File: src/rtl/apb_pstwo_ctrl.sv
`default_nettype none
// ---------------------------------------------------------------------------
// apb_pstwo_ctrl : APB-mapped PS2 gamepad serial engine with TX/RX byte buffers
// Revision 1.0
// ---------------------------------------------------------------------------
module apb_pstwo_ctrl #(
  parameter int CLK_DIV   = 50,
  parameter int BYTE_GAP  = 100,
  parameter int MAX_BYTES = 9,
  parameter int N_PADS    = 2
) (
  input  logic              PCLK,
  input  logic              PRESETn,
  input  logic              PSEL,
  input  logic [15:0]       PADDR,
  input  logic              PENABLE,
  input  logic              PWRITE,
  input  logic [31:0]       PWDATA,
  output logic [31:0]       PRDATA,
  output logic              PREADY,
  output logic              PSLVERR,
  output logic [N_PADS-1:0] PS2_CS,
  output logic              PS2_CLK,
  output logic              PS2_DO,
  input  logic              PS2_DI,
  output logic              IRQ
);
  localparam logic [11:0] DIV_LAST = 12'(CLK_DIV - 1);
  localparam logic [11:0] GAP_LAST = 12'(BYTE_GAP - 1);
  localparam logic [5:0]  MAXB     = 6'(MAX_BYTES);
  localparam logic [2:0]  NPADS    = 3'(N_PADS);

  typedef enum logic [2:0] {S_IDLE, S_SETUP, S_SHIFT, S_GAP, S_HOLD} state_t;

  state_t              state_q;
  logic [11:0]         cnt_q;
  logic [2:0]          bit_q;
  logic                phase_q;
  logic [3:0]          idx_q, frame_nb_q;
  logic [7:0]          rx_sh_q;
  logic [N_PADS-1:0]   cs_q;
  logic                clk_q, do_q;
  logic                di_meta_q, di_sync_q;
  logic [1:0]          pad_sel_q;
  logic [3:0]          nbytes_q;
  logic                irq_en_q, done_q, err_q, irq_q;
  logic [7:0]          txbuf_q [MAX_BYTES];
  logic [7:0]          rxbuf_q [MAX_BYTES];

  logic [11:0] w_addr;
  logic [5:0]  w_buf_idx;
  logic        w_wr, w_busy, w_is_ctrl, w_is_stat, w_buf_ok, w_is_tx, w_is_rx;
  logic        w_ctrl_wr, w_go, w_valid, w_start, w_err_set, w_done_set;
  logic [7:0]  w_tx_cur;
  logic        unused_ok;

  assign w_addr    = PADDR[11:0];
  assign w_buf_idx = w_addr[7:2];
  assign w_wr      = PSEL & PENABLE & PWRITE;
  assign w_busy    = (state_q != S_IDLE);
  assign w_is_ctrl = (w_addr == 12'h000);
  assign w_is_stat = (w_addr == 12'h004);
  assign w_buf_ok  = (w_addr[1:0] == 2'b00) && (w_buf_idx < MAXB);
  assign w_is_tx   = (w_addr[11:8] == 4'h1) && w_buf_ok;
  assign w_is_rx   = (w_addr[11:8] == 4'h2) && w_buf_ok;

  assign PREADY  = 1'b1;
  assign PSLVERR = w_wr & w_busy & ((w_is_ctrl & PWDATA[0]) | w_is_tx);

  assign w_ctrl_wr  = w_wr & w_is_ctrl & ~PSLVERR;
  assign w_go       = w_ctrl_wr & PWDATA[0];
  assign w_valid    = (PWDATA[11:8] != 4'd0) && ({2'b00, PWDATA[11:8]} <= MAXB) &&
                      ({1'b0, PWDATA[5:4]} < NPADS);
  assign w_start    = w_go & w_valid;
  assign w_err_set  = w_go & ~w_valid;
  assign w_done_set = (state_q == S_HOLD) && (cnt_q == DIV_LAST);

  assign unused_ok = ^{PADDR[15:12], PWDATA[31:17], PWDATA[15:12]};

  always_comb begin
    w_tx_cur = 8'h00;
    for (int i = 0; i < MAX_BYTES; i++)
      if (idx_q == 4'(i)) w_tx_cur = txbuf_q[i];
  end

  always_comb begin
    PRDATA = 32'h0;
    if (PSEL && !PWRITE) begin
      if (w_is_ctrl) begin
        PRDATA[16]   = irq_en_q;
        PRDATA[11:8] = nbytes_q;
        PRDATA[5:4]  = pad_sel_q;
      end
      if (w_is_stat) PRDATA[2:0] = {err_q, done_q, w_busy};
      for (int i = 0; i < MAX_BYTES; i++) begin
        if (w_is_tx && w_buf_idx == 6'(i)) PRDATA[7:0] = txbuf_q[i];
        if (w_is_rx && w_buf_idx == 6'(i)) PRDATA[7:0] = rxbuf_q[i];
      end
    end
  end

  always_ff @(posedge PCLK or negedge PRESETn) begin
    if (!PRESETn) begin
      di_meta_q <= 1'b0;
      di_sync_q <= 1'b0;
    end else begin
      di_meta_q <= PS2_DI;
      di_sync_q <= di_meta_q;
    end
  end

  // Register file; a DONE set in the same cycle as its W1C takes priority.
  always_ff @(posedge PCLK or negedge PRESETn) begin
    if (!PRESETn) begin
      pad_sel_q <= 2'd0;
      nbytes_q  <= 4'd0;
      irq_en_q  <= 1'b0;
      done_q    <= 1'b0;
      err_q     <= 1'b0;
      irq_q     <= 1'b0;
      for (int i = 0; i < MAX_BYTES; i++) txbuf_q[i] <= 8'h00;
    end else begin
      if (w_ctrl_wr) begin
        pad_sel_q <= PWDATA[5:4];
        nbytes_q  <= PWDATA[11:8];
        irq_en_q  <= PWDATA[16];
      end
      if (w_done_set)                           done_q <= 1'b1;
      else if (w_wr && w_is_stat && PWDATA[1])  done_q <= 1'b0;
      if (w_err_set)                            err_q  <= 1'b1;
      else if (w_wr && w_is_stat && PWDATA[2])  err_q  <= 1'b0;
      irq_q <= done_q & irq_en_q;
      for (int i = 0; i < MAX_BYTES; i++)
        if (w_wr && !PSLVERR && w_is_tx && w_buf_idx == 6'(i)) txbuf_q[i] <= PWDATA[7:0];
    end
  end

  always_ff @(posedge PCLK or negedge PRESETn) begin
    if (!PRESETn) begin
      state_q    <= S_IDLE;
      cnt_q      <= 12'd0;
      bit_q      <= 3'd0;
      phase_q    <= 1'b0;
      idx_q      <= 4'd0;
      frame_nb_q <= 4'd0;
      rx_sh_q    <= 8'h00;
      cs_q       <= {N_PADS{1'b1}};
      clk_q      <= 1'b1;
      do_q       <= 1'b1;
      for (int i = 0; i < MAX_BYTES; i++) rxbuf_q[i] <= 8'h00;
    end else begin
      case (state_q)
        S_IDLE: if (w_start) begin
          state_q    <= S_SETUP;
          cnt_q      <= 12'd0;
          idx_q      <= 4'd0;
          frame_nb_q <= PWDATA[11:8];
          cs_q       <= {N_PADS{1'b1}} ^ (N_PADS'(1) << PWDATA[5:4]);
        end
        S_SETUP, S_GAP: begin
          if (cnt_q == ((state_q == S_SETUP) ? DIV_LAST : GAP_LAST)) begin
            state_q <= S_SHIFT;
            cnt_q   <= 12'd0;
            bit_q   <= 3'd0;
            phase_q <= 1'b0;
            clk_q   <= 1'b0;
            do_q    <= w_tx_cur[0];
          end else begin
            cnt_q <= cnt_q + 12'd1;
          end
        end
        S_SHIFT: begin
          // DI is captured during the first PCLK cycle of the CLK-high phase.
          if (phase_q && cnt_q == 12'd0) rx_sh_q <= {di_sync_q, rx_sh_q[7:1]};
          if (cnt_q != DIV_LAST) begin
            cnt_q <= cnt_q + 12'd1;
          end else begin
            cnt_q <= 12'd0;
            if (!phase_q) begin
              phase_q <= 1'b1;
              clk_q   <= 1'b1;
            end else begin
              phase_q <= 1'b0;
              if (bit_q != 3'd7) begin
                bit_q <= bit_q + 3'd1;
                clk_q <= 1'b0;
                do_q  <= w_tx_cur[bit_q + 3'd1];
              end else begin
                for (int i = 0; i < MAX_BYTES; i++)
                  if (idx_q == 4'(i)) rxbuf_q[i] <= rx_sh_q;
                do_q <= 1'b1;
                if ((idx_q + 4'd1) == frame_nb_q) begin
                  state_q <= S_HOLD;
                end else begin
                  state_q <= S_GAP;
                  idx_q   <= idx_q + 4'd1;
                end
              end
            end
          end
        end
        S_HOLD: begin
          if (cnt_q == DIV_LAST) begin
            state_q <= S_IDLE;
            cnt_q   <= 12'd0;
            cs_q    <= {N_PADS{1'b1}};
          end else begin
            cnt_q <= cnt_q + 12'd1;
          end
        end
        default: state_q <= S_IDLE;
      endcase
    end
  end

  assign PS2_CS  = cs_q;
  assign PS2_CLK = clk_q;
  assign PS2_DO  = do_q;
  assign IRQ     = irq_q;

endmodule
`default_nettype wire

File: config.mk
export PLATFORM = sky130hd
export DESIGN_NAME = apb_pstwo_ctrl
export DESIGN_NICKNAME = d
export VERILOG_FILES = /design/src/rtl/apb_pstwo_ctrl.sv
export SDC_FILE = /design/constraint.sdc
export NUM_CORES = 1
export LEC_CHECK = 0
export ABC_AREA = 1
export CORE_MARGIN = 5
export CORE_UTILIZATION = 39
export DETAILED_ROUTE_END_ITERATION = 6
export REMOVE_ABC_BUFFERS = 1
export SLEW_MARGIN = 10
export SYNTH_ARGS = -nofsm -noshare
export SYNTH_HDL_FRONTEND = slang
export SYNTH_SLANG_ARGS = --single-unit
File: constraint.sdc
create_clock -name PCLK -period 7.1 [get_ports PCLK]
set_input_delay 1.42 -clock PCLK [delete_from_list [all_inputs] [get_ports PCLK]]
set_output_delay 1.42 -clock PCLK [all_outputs]
set_load 0.01 [all_outputs]
== Word-level counts from Yosys, hierarchy flattened ==
Cells that the tools add are included.

* Add/sub/neg operators: 3
* Magnitude comparators: 4
* Equal/unequal tests: 37
* Shifts and indexed selects: 1
* Multiplexer cells: 80
* Bitwise logic cells: 17
* Reductions and logical operators: 76

{| class="wikitable"
|+ Operator list
! operator !! count
|-
| 8-bit 2-to-1 mux || 27
|-
| 12-bit 2-to-1 mux || 5
|-
| 5-bit AND reduction || 10
|-
| 12-bit one-hot mux with 4 select lines || 1
|-
| 1-bit logical AND || 40
|-
| 3-bit 2-to-1 mux || 12
|-
| 6-bit by 3-bit equality test with 1-bit output (second input constant) || 4
|-
| 12-bit logical NOT || 2
|-
| 4-bit 2-to-1 mux || 6
|-
| 1-bit 2-to-1 mux || 17
|-
| 4-bit by 3-bit equality test with 1-bit output (second input constant) || 4
|-
| 2-bit inequality test (second input constant) || 7
|-
| 12-bit by 1-bit adder with 12-bit output (second input constant) || 1
|-
| 12-bit by 3-bit equality test with 1-bit output (second input constant) || 1
|-
| 12-bit by 6-bit equality test with 1-bit output (second input constant) || 1
|-
| 12-bit by 7-bit equality test with 1-bit output || 1
|-
| 4-bit by 2-bit equality test with 1-bit output (second input constant) || 3
|-
| 6-bit by 2-bit equality test with 1-bit output (second input constant) || 2
|-
| 12-bit by 6-bit inequality test with 1-bit output (second input constant) || 1
|-
| 3-bit one-hot mux with 4 select lines || 1
|-
| 6-bit AND reduction || 2
|-
| 1-bit bitwise AND || 11
|-
| 2-bit nonzero test || 5
|-
| 4-bit by 1-bit equality test with 1-bit output (second input constant) || 2
|-
| other kinds (37) || 52
|}

* Register bits after elaboration: 195
* Bits of input ports: 54
* Output and inout port bits: 39
* Word-level logic and storage cells: 254

== Logic depth before layout (Yosys ltp) ==
* Depth in word-level cells: 23
* Gate-level depth with buffers: 23
* Gate-level depth less buffers: 23

== Least setup slack after synthesis ==
Ideal clock, no wire load.

* Path type: in2out
* From: in PADDR[6]
* To: out PRDATA[1]
* Arrival: 3.105 ns
* Data required time: 5.680 ns
* Path slack: 2.575 ns
* Stages on the path: 23
* Buffers on the path: 0
* Cells stage by stage: nor2_2 nand2_1 inv_1 nand2_1 nor2_1 nand2_1 nand3_1 nand2_1 nand2_1 nand2_1 nand3_1 nand2_1 nand2_1 nand2_1 nand2_1 nand2_1 nand3_1 nand2_1 nand2_1 nand2_1 nand3_1 nand2_1 a21oi_1

* Word-level cells in the longest chain between the ends: 23
* Elaborated cells on any way between the ends: 52
* Those cells by class: order compare (1); eq/ne (9); mux (20); reduce/logical (22)

{| class="wikitable"
|+ RTL lines
! element !! RTL line !! RTL
|-
| start, declared || 15 || <nowiki>input logic [15:0] PADDR,</nowiki>
|-
| 6-bit by 4-bit less-than comparator with 1-bit output || 63 || <nowiki>assign w_buf_ok = (w_addr[1:0] == 2'b00) && (w_buf_idx < MAXB);</nowiki>
|-
| 1-bit logical AND || 63 ||
|-
| 1-bit logical AND || 64 || <nowiki>assign w_is_tx = (w_addr[11:8] == 4'h1) && w_buf_ok;</nowiki>
|-
| 1-bit logical AND || 96 || <nowiki>if (w_is_tx && w_buf_idx == 6'(i)) PRDATA[7:0] = txbuf_q[i];</nowiki>
|-
| 8-bit 2-to-1 mux || 96 ||
|-
| 8-bit 2-to-1 mux || 97 || <nowiki>if (w_is_rx && w_buf_idx == 6'(i)) PRDATA[7:0] = rxbuf_q[i];</nowiki>
|-
| 8-bit 2-to-1 mux || 96 ||
|-
| 8-bit 2-to-1 mux || 97 ||
|-
| [... 7 more ...] || -- ||
|-
| 8-bit 2-to-1 mux || 97 ||
|-
| 8-bit 2-to-1 mux || 96 ||
|-
| 8-bit 2-to-1 mux || 97 ||
|-
| 8-bit 2-to-1 mux || 96 ||
|-
| 8-bit 2-to-1 mux || 97 ||
|-
| 8-bit 2-to-1 mux || 96 ||
|-
| 8-bit 2-to-1 mux (*) || 97 ||
|-
| 12-bit 2-to-1 mux (*) || 88 || <nowiki>if (PSEL && !PWRITE) begin</nowiki>
|-
| end, declared || 19 || <nowiki>output logic [31:0] PRDATA,</nowiki>
|}

Every way passes the cells marked *; elsewhere a longest branch is shown, timed or not.

== Worst setup path in the final report ==
* From: in PADDR[3]
* To: out PRDATA[1]

The elaborated chain is that of the path after synthesis.

==> impl_metrics.ini <==
[run_status]
outcome = finished, final reports clean

[drt]
drt_iter0_markers = 804
avgRoutedWirePerCell_um = 16.93
wl_met1_um = 13450
met3_wirelength_um = 1493
dr_wl_met2_um = 12980
drt.antenna.violating_nets = 0
first_pass_iters = 6
remaining_drc_errors = 0
vias = 8572
highest_metal_layer_with_signal_wires = met4
dr_vias_cell = 5.121
totalWireLength_um = 28350

[floorplanning]
row_count = 58
die_area_mm2 = 0.02919
core_region_area_mm2 = 0.02533
floorplan.die.height_um = 170.8
pin_count = 93
initial_core_util_pct = 39.84
die_w_um = 170.8

[timing]
timing.final.crit_period_ns = 6.057
timing_max_transition_violations_final = 0
finalCritPeriodShare_pct = 85.31
max_clock_freq_mhz = 165.1
slew-limit-headroom_pct = 23.02
setup_ws_ns = 1.043
timing.final.hold_violations = 0
smallest_hold_slack_ns = 0.3530
tightest_slew_ns = 1.146
fin_worst_skew_ns = 0.01157
setup-violations-final = 0
setup_total_negative_slack_ns = 0
setup_repair_after_global_routing_missed_its_margin = no

[clock_tree]
cts.sinks = 195
ctsRootBufferMaster = sky130_fd_sc_hd__clkbuf_16
tritoncts_buffers = 17
clockBufferDepth = 2
cts-resized-gates = 0
clk_pin_slew_ns = 0.07
cts.hold.buffers_added = 0
tritoncts = built
post-cts-setup-buffers = 0
htreeDepth = 4
clkLatencyLatePin_ns = 0.44

[final_layout]
area_growth_syn_to_layout_pct = 13.09
stdcell_area_mm2 = 0.01141
fin_nets = 1395
antenna_cells = 0
fin_cells = 1674
drive_above_1_share_pct = 5.878

[logic_synthesis]
post_synth_inst_count = 1300
synthArstFlopShare_pct = 100.0
netlist.area_leader.share_pct = 47.37
mappedNetlistArea_mm2 = 0.01009
synth-edff-count = 0
synth_largest_area_cell = sky130_fd_sc_hd__dfrtp_1
ys_warn_count = 0
synth_area_per_cell_um2 = 7.761
ys.flop_type = sky130_fd_sc_hd__dfrtp_1
ys_types = 49
yosysSeqAreaShare_pct = 48.41
postSynthRegisterBits = 195
synth.area.top_cells = sky130_fd_sc_hd__dfrtp_1 (47%), sky130_fd_sc_hd__nand2_1 (15%), sky130_fd_sc_hd__o21ai_0 (10%)

[global_routing]
vias_in_the_first_global_route = 8385
grt_util_all_layers_pct = 19.76
antenna_violations_before_repair = 0
grt_max_degree = 73
gr-total-overflow = 0
global_route_wire_length_before_repair_um = 45210

[placed_design]
placement.io_buffers = 49
dpl_cell_area_mm2 = 0.01077
detailed_placement_wirelength_estimate_um = 20880
preCtsSetupSlack_ns = 1.118
globalplace.congestion = 0.8831
post-place-cells = 1643

[worst_setup_path]
required_ns = 5.68
timing_worst_setup_path_type = in -> out
start_kind = primary input
cp_data_arrival_time_ns = 4.64
worstSetupEndpointType = output port
cp_max_fo = 12

[power]
vdd_ir_max_uv = 127.2
pwr_density_cell_mw_per_mm2 = 236.4
power_leakage_nw = 5.036

[worst_hold_path]
min-delay-path-class = reg -> reg

[run]
number_of_violations_of_the_max_capacitance_limit = 0
[worst max-delay path, cell delays in order]
cell	delay (ns)
sky130_fd_sc_hd__clkdlybuf4s50_1	0.49
sky130_fd_sc_hd__nor2_2	0.17
sky130_fd_sc_hd__nand2_2	0.08
sky130_fd_sc_hd__a21oi_4	0.25
sky130_fd_sc_hd__nand2_4	0.21
sky130_fd_sc_hd__nor2_4	0.29
sky130_fd_sc_hd__a21oi_1	0.12
sky130_fd_sc_hd__nand3_1	0.13
sky130_fd_sc_hd__nand2_1	0.07
sky130_fd_sc_hd__nand2_1	0.06
sky130_fd_sc_hd__nand2_1	0.05
sky130_fd_sc_hd__nand2_1	0.06
sky130_fd_sc_hd__nand2_1	0.06
sky130_fd_sc_hd__nand3_1	0.07
sky130_fd_sc_hd__nand2_1	0.06
sky130_fd_sc_hd__nand2_1	0.06
sky130_fd_sc_hd__nand2_1	0.05
sky130_fd_sc_hd__nand3_1	0.07
sky130_fd_sc_hd__nand2_1	0.06
sky130_fd_sc_hd__a21oi_1	0.21
sky130_fd_sc_hd__clkdlybuf4s50_1	0.59
[final timing paths]
path                       startpoint          end  slack [ns]  cells past startpoint
max                          PADDR[3]    PRDATA[1]        1.04                     21
min                         di_meta_q    di_sync_q        0.35                      0
max reg2reg                state_q[0]     idx_q[2]        4.05                     10
min reg2reg                 di_meta_q    di_sync_q        0.35                      0
max in group asynchronous     PRESETn     idx_q[0]        4.77                      2
min in group asynchronous     PRESETn  rxbuf_q[59]        0.96                      1
[sequential cells by signal (all words and copies together), names as in the netlist, 2 cells and up]
name        cells
PS2_CS          2
state_q         3
bit_q           3
cnt_q          12
frame_nb_q      4
nbytes_q        4
idx_q           4
rx_sh_q         8
txbuf_q        72
pad_sel_q       2
rxbuf_q        72
[cells by family (layout without fill, tap and decap cells)]
family | count (synthesis) | in the layout | share of synthesized area (%)
buf+inv | 180 | 206 | 7.750
flops | 195 | 195 | 48.41
simple gates | 599 | 599 | 25.04
fa+ha+maj | 9 | 9 | 1.116
other cells | 2 | 20 | 0.07443
mux | 2 | 2 | 0.2232
xor+xnor | 9 | 9 | 0.7812
compound gates | 304 | 304 | 16.60
[layer usage]
metal | GRT usage [%] | up-vias
met5 | 0 | -
li1 | - | 4292
met1 | 28.17 | 4040
met3 | 3.304 | 27
met2 | 31.57 | 213
met4 | 5.064 | 0
[metrics by stage]
stage	total power, W	util, %
final	0.002698	45.05
after global routing	0.002820	45.05
after CTS	0.002716	45.05
after detailed placement	0.001645	42.51
after global placement	0.001640	42.51
after floorplan	0.001496	-
[final cells by class]
type / count / area [µm²]
inverter: 123 / 461.7
clock buffer: 17 / 425.4
tap: 330 / 412.9
fill: 2612 / 13920
sequential: 195 / 4885
multi-input combinational: 943 / 4491
timing repair buffer: 52 / 516.7
clock inverter: 14 / 219.0
[synth_stat cells (5+ instances only)]
library cell and instances:
sky130_fd_sc_hd__nor2_1 71, sky130_fd_sc_hd__o211ai_1 7, sky130_fd_sc_hd__nand2_1 403, sky130_fd_sc_hd__clkbuf_1 29, sky130_fd_sc_hd__buf_4 22, sky130_fd_sc_hd__ha_1 9
sky130_fd_sc_hd__nor3_1 14, sky130_fd_sc_hd__dfrtp_1 191, sky130_fd_sc_hd__nor2_2 10, sky130_fd_sc_hd__o21ai_0 204, sky130_fd_sc_hd__a21oi_1 54, sky130_fd_sc_hd__nand3_1 61
sky130_fd_sc_hd__o21ai_1 6, sky130_fd_sc_hd__o2111ai_1 7, sky130_fd_sc_hd__xor2_1 5, sky130_fd_sc_hd__o22ai_1 7, sky130_fd_sc_hd__inv_1 119, sky130_fd_sc_hd__nand4_1 22
[cell usage in the layout, fill, tap and decap left out, types with 3 or more instances in the layout]
| cell | count |
|---|---|
| sky130_fd_sc_hd__a21oi_1 | 54 |
| sky130_fd_sc_hd__buf_4 | 3 |
| sky130_fd_sc_hd__bufinv_16 | 4 |
| sky130_fd_sc_hd__clkbuf_16 | 17 |
| sky130_fd_sc_hd__clkdlybuf4s50_1 | 48 |
| sky130_fd_sc_hd__conb_1 | 20 |
| sky130_fd_sc_hd__dfrtp_1 | 191 |
| sky130_fd_sc_hd__dfstp_2 | 4 |
| sky130_fd_sc_hd__ha_1 | 9 |
| sky130_fd_sc_hd__inv_1 | 119 |
| sky130_fd_sc_hd__inv_2 | 4 |
| sky130_fd_sc_hd__inv_6 | 5 |
| sky130_fd_sc_hd__nand2_1 | 403 |
| sky130_fd_sc_hd__nand2_4 | 3 |
| sky130_fd_sc_hd__nand3_1 | 61 |
| sky130_fd_sc_hd__nand4_1 | 22 |
| sky130_fd_sc_hd__nor2_1 | 71 |
| sky130_fd_sc_hd__nor2_2 | 10 |
| sky130_fd_sc_hd__nor2_4 | 4 |
| sky130_fd_sc_hd__nor3_1 | 14 |
| sky130_fd_sc_hd__o2111ai_1 | 7 |
| sky130_fd_sc_hd__o211ai_1 | 7 |
| sky130_fd_sc_hd__o21ai_0 | 204 |
| sky130_fd_sc_hd__o21ai_1 | 6 |
| sky130_fd_sc_hd__o22ai_1 | 7 |
| sky130_fd_sc_hd__xnor2_1 | 4 |
| sky130_fd_sc_hd__xor2_1 | 5 |
[report_power, final]
part | switching (W) | total [W] | internal, W | leakage, nW
Sequential | 0.0000483 | 0.00121 | 0.00116 | 2.68
Combinational | 0.000285 | 0.000420 | 0.000136 | 2.04
Clock | 0.000469 | 0.00107 | 0.000603 | 0.312
(Power assumes the default switching activity.)
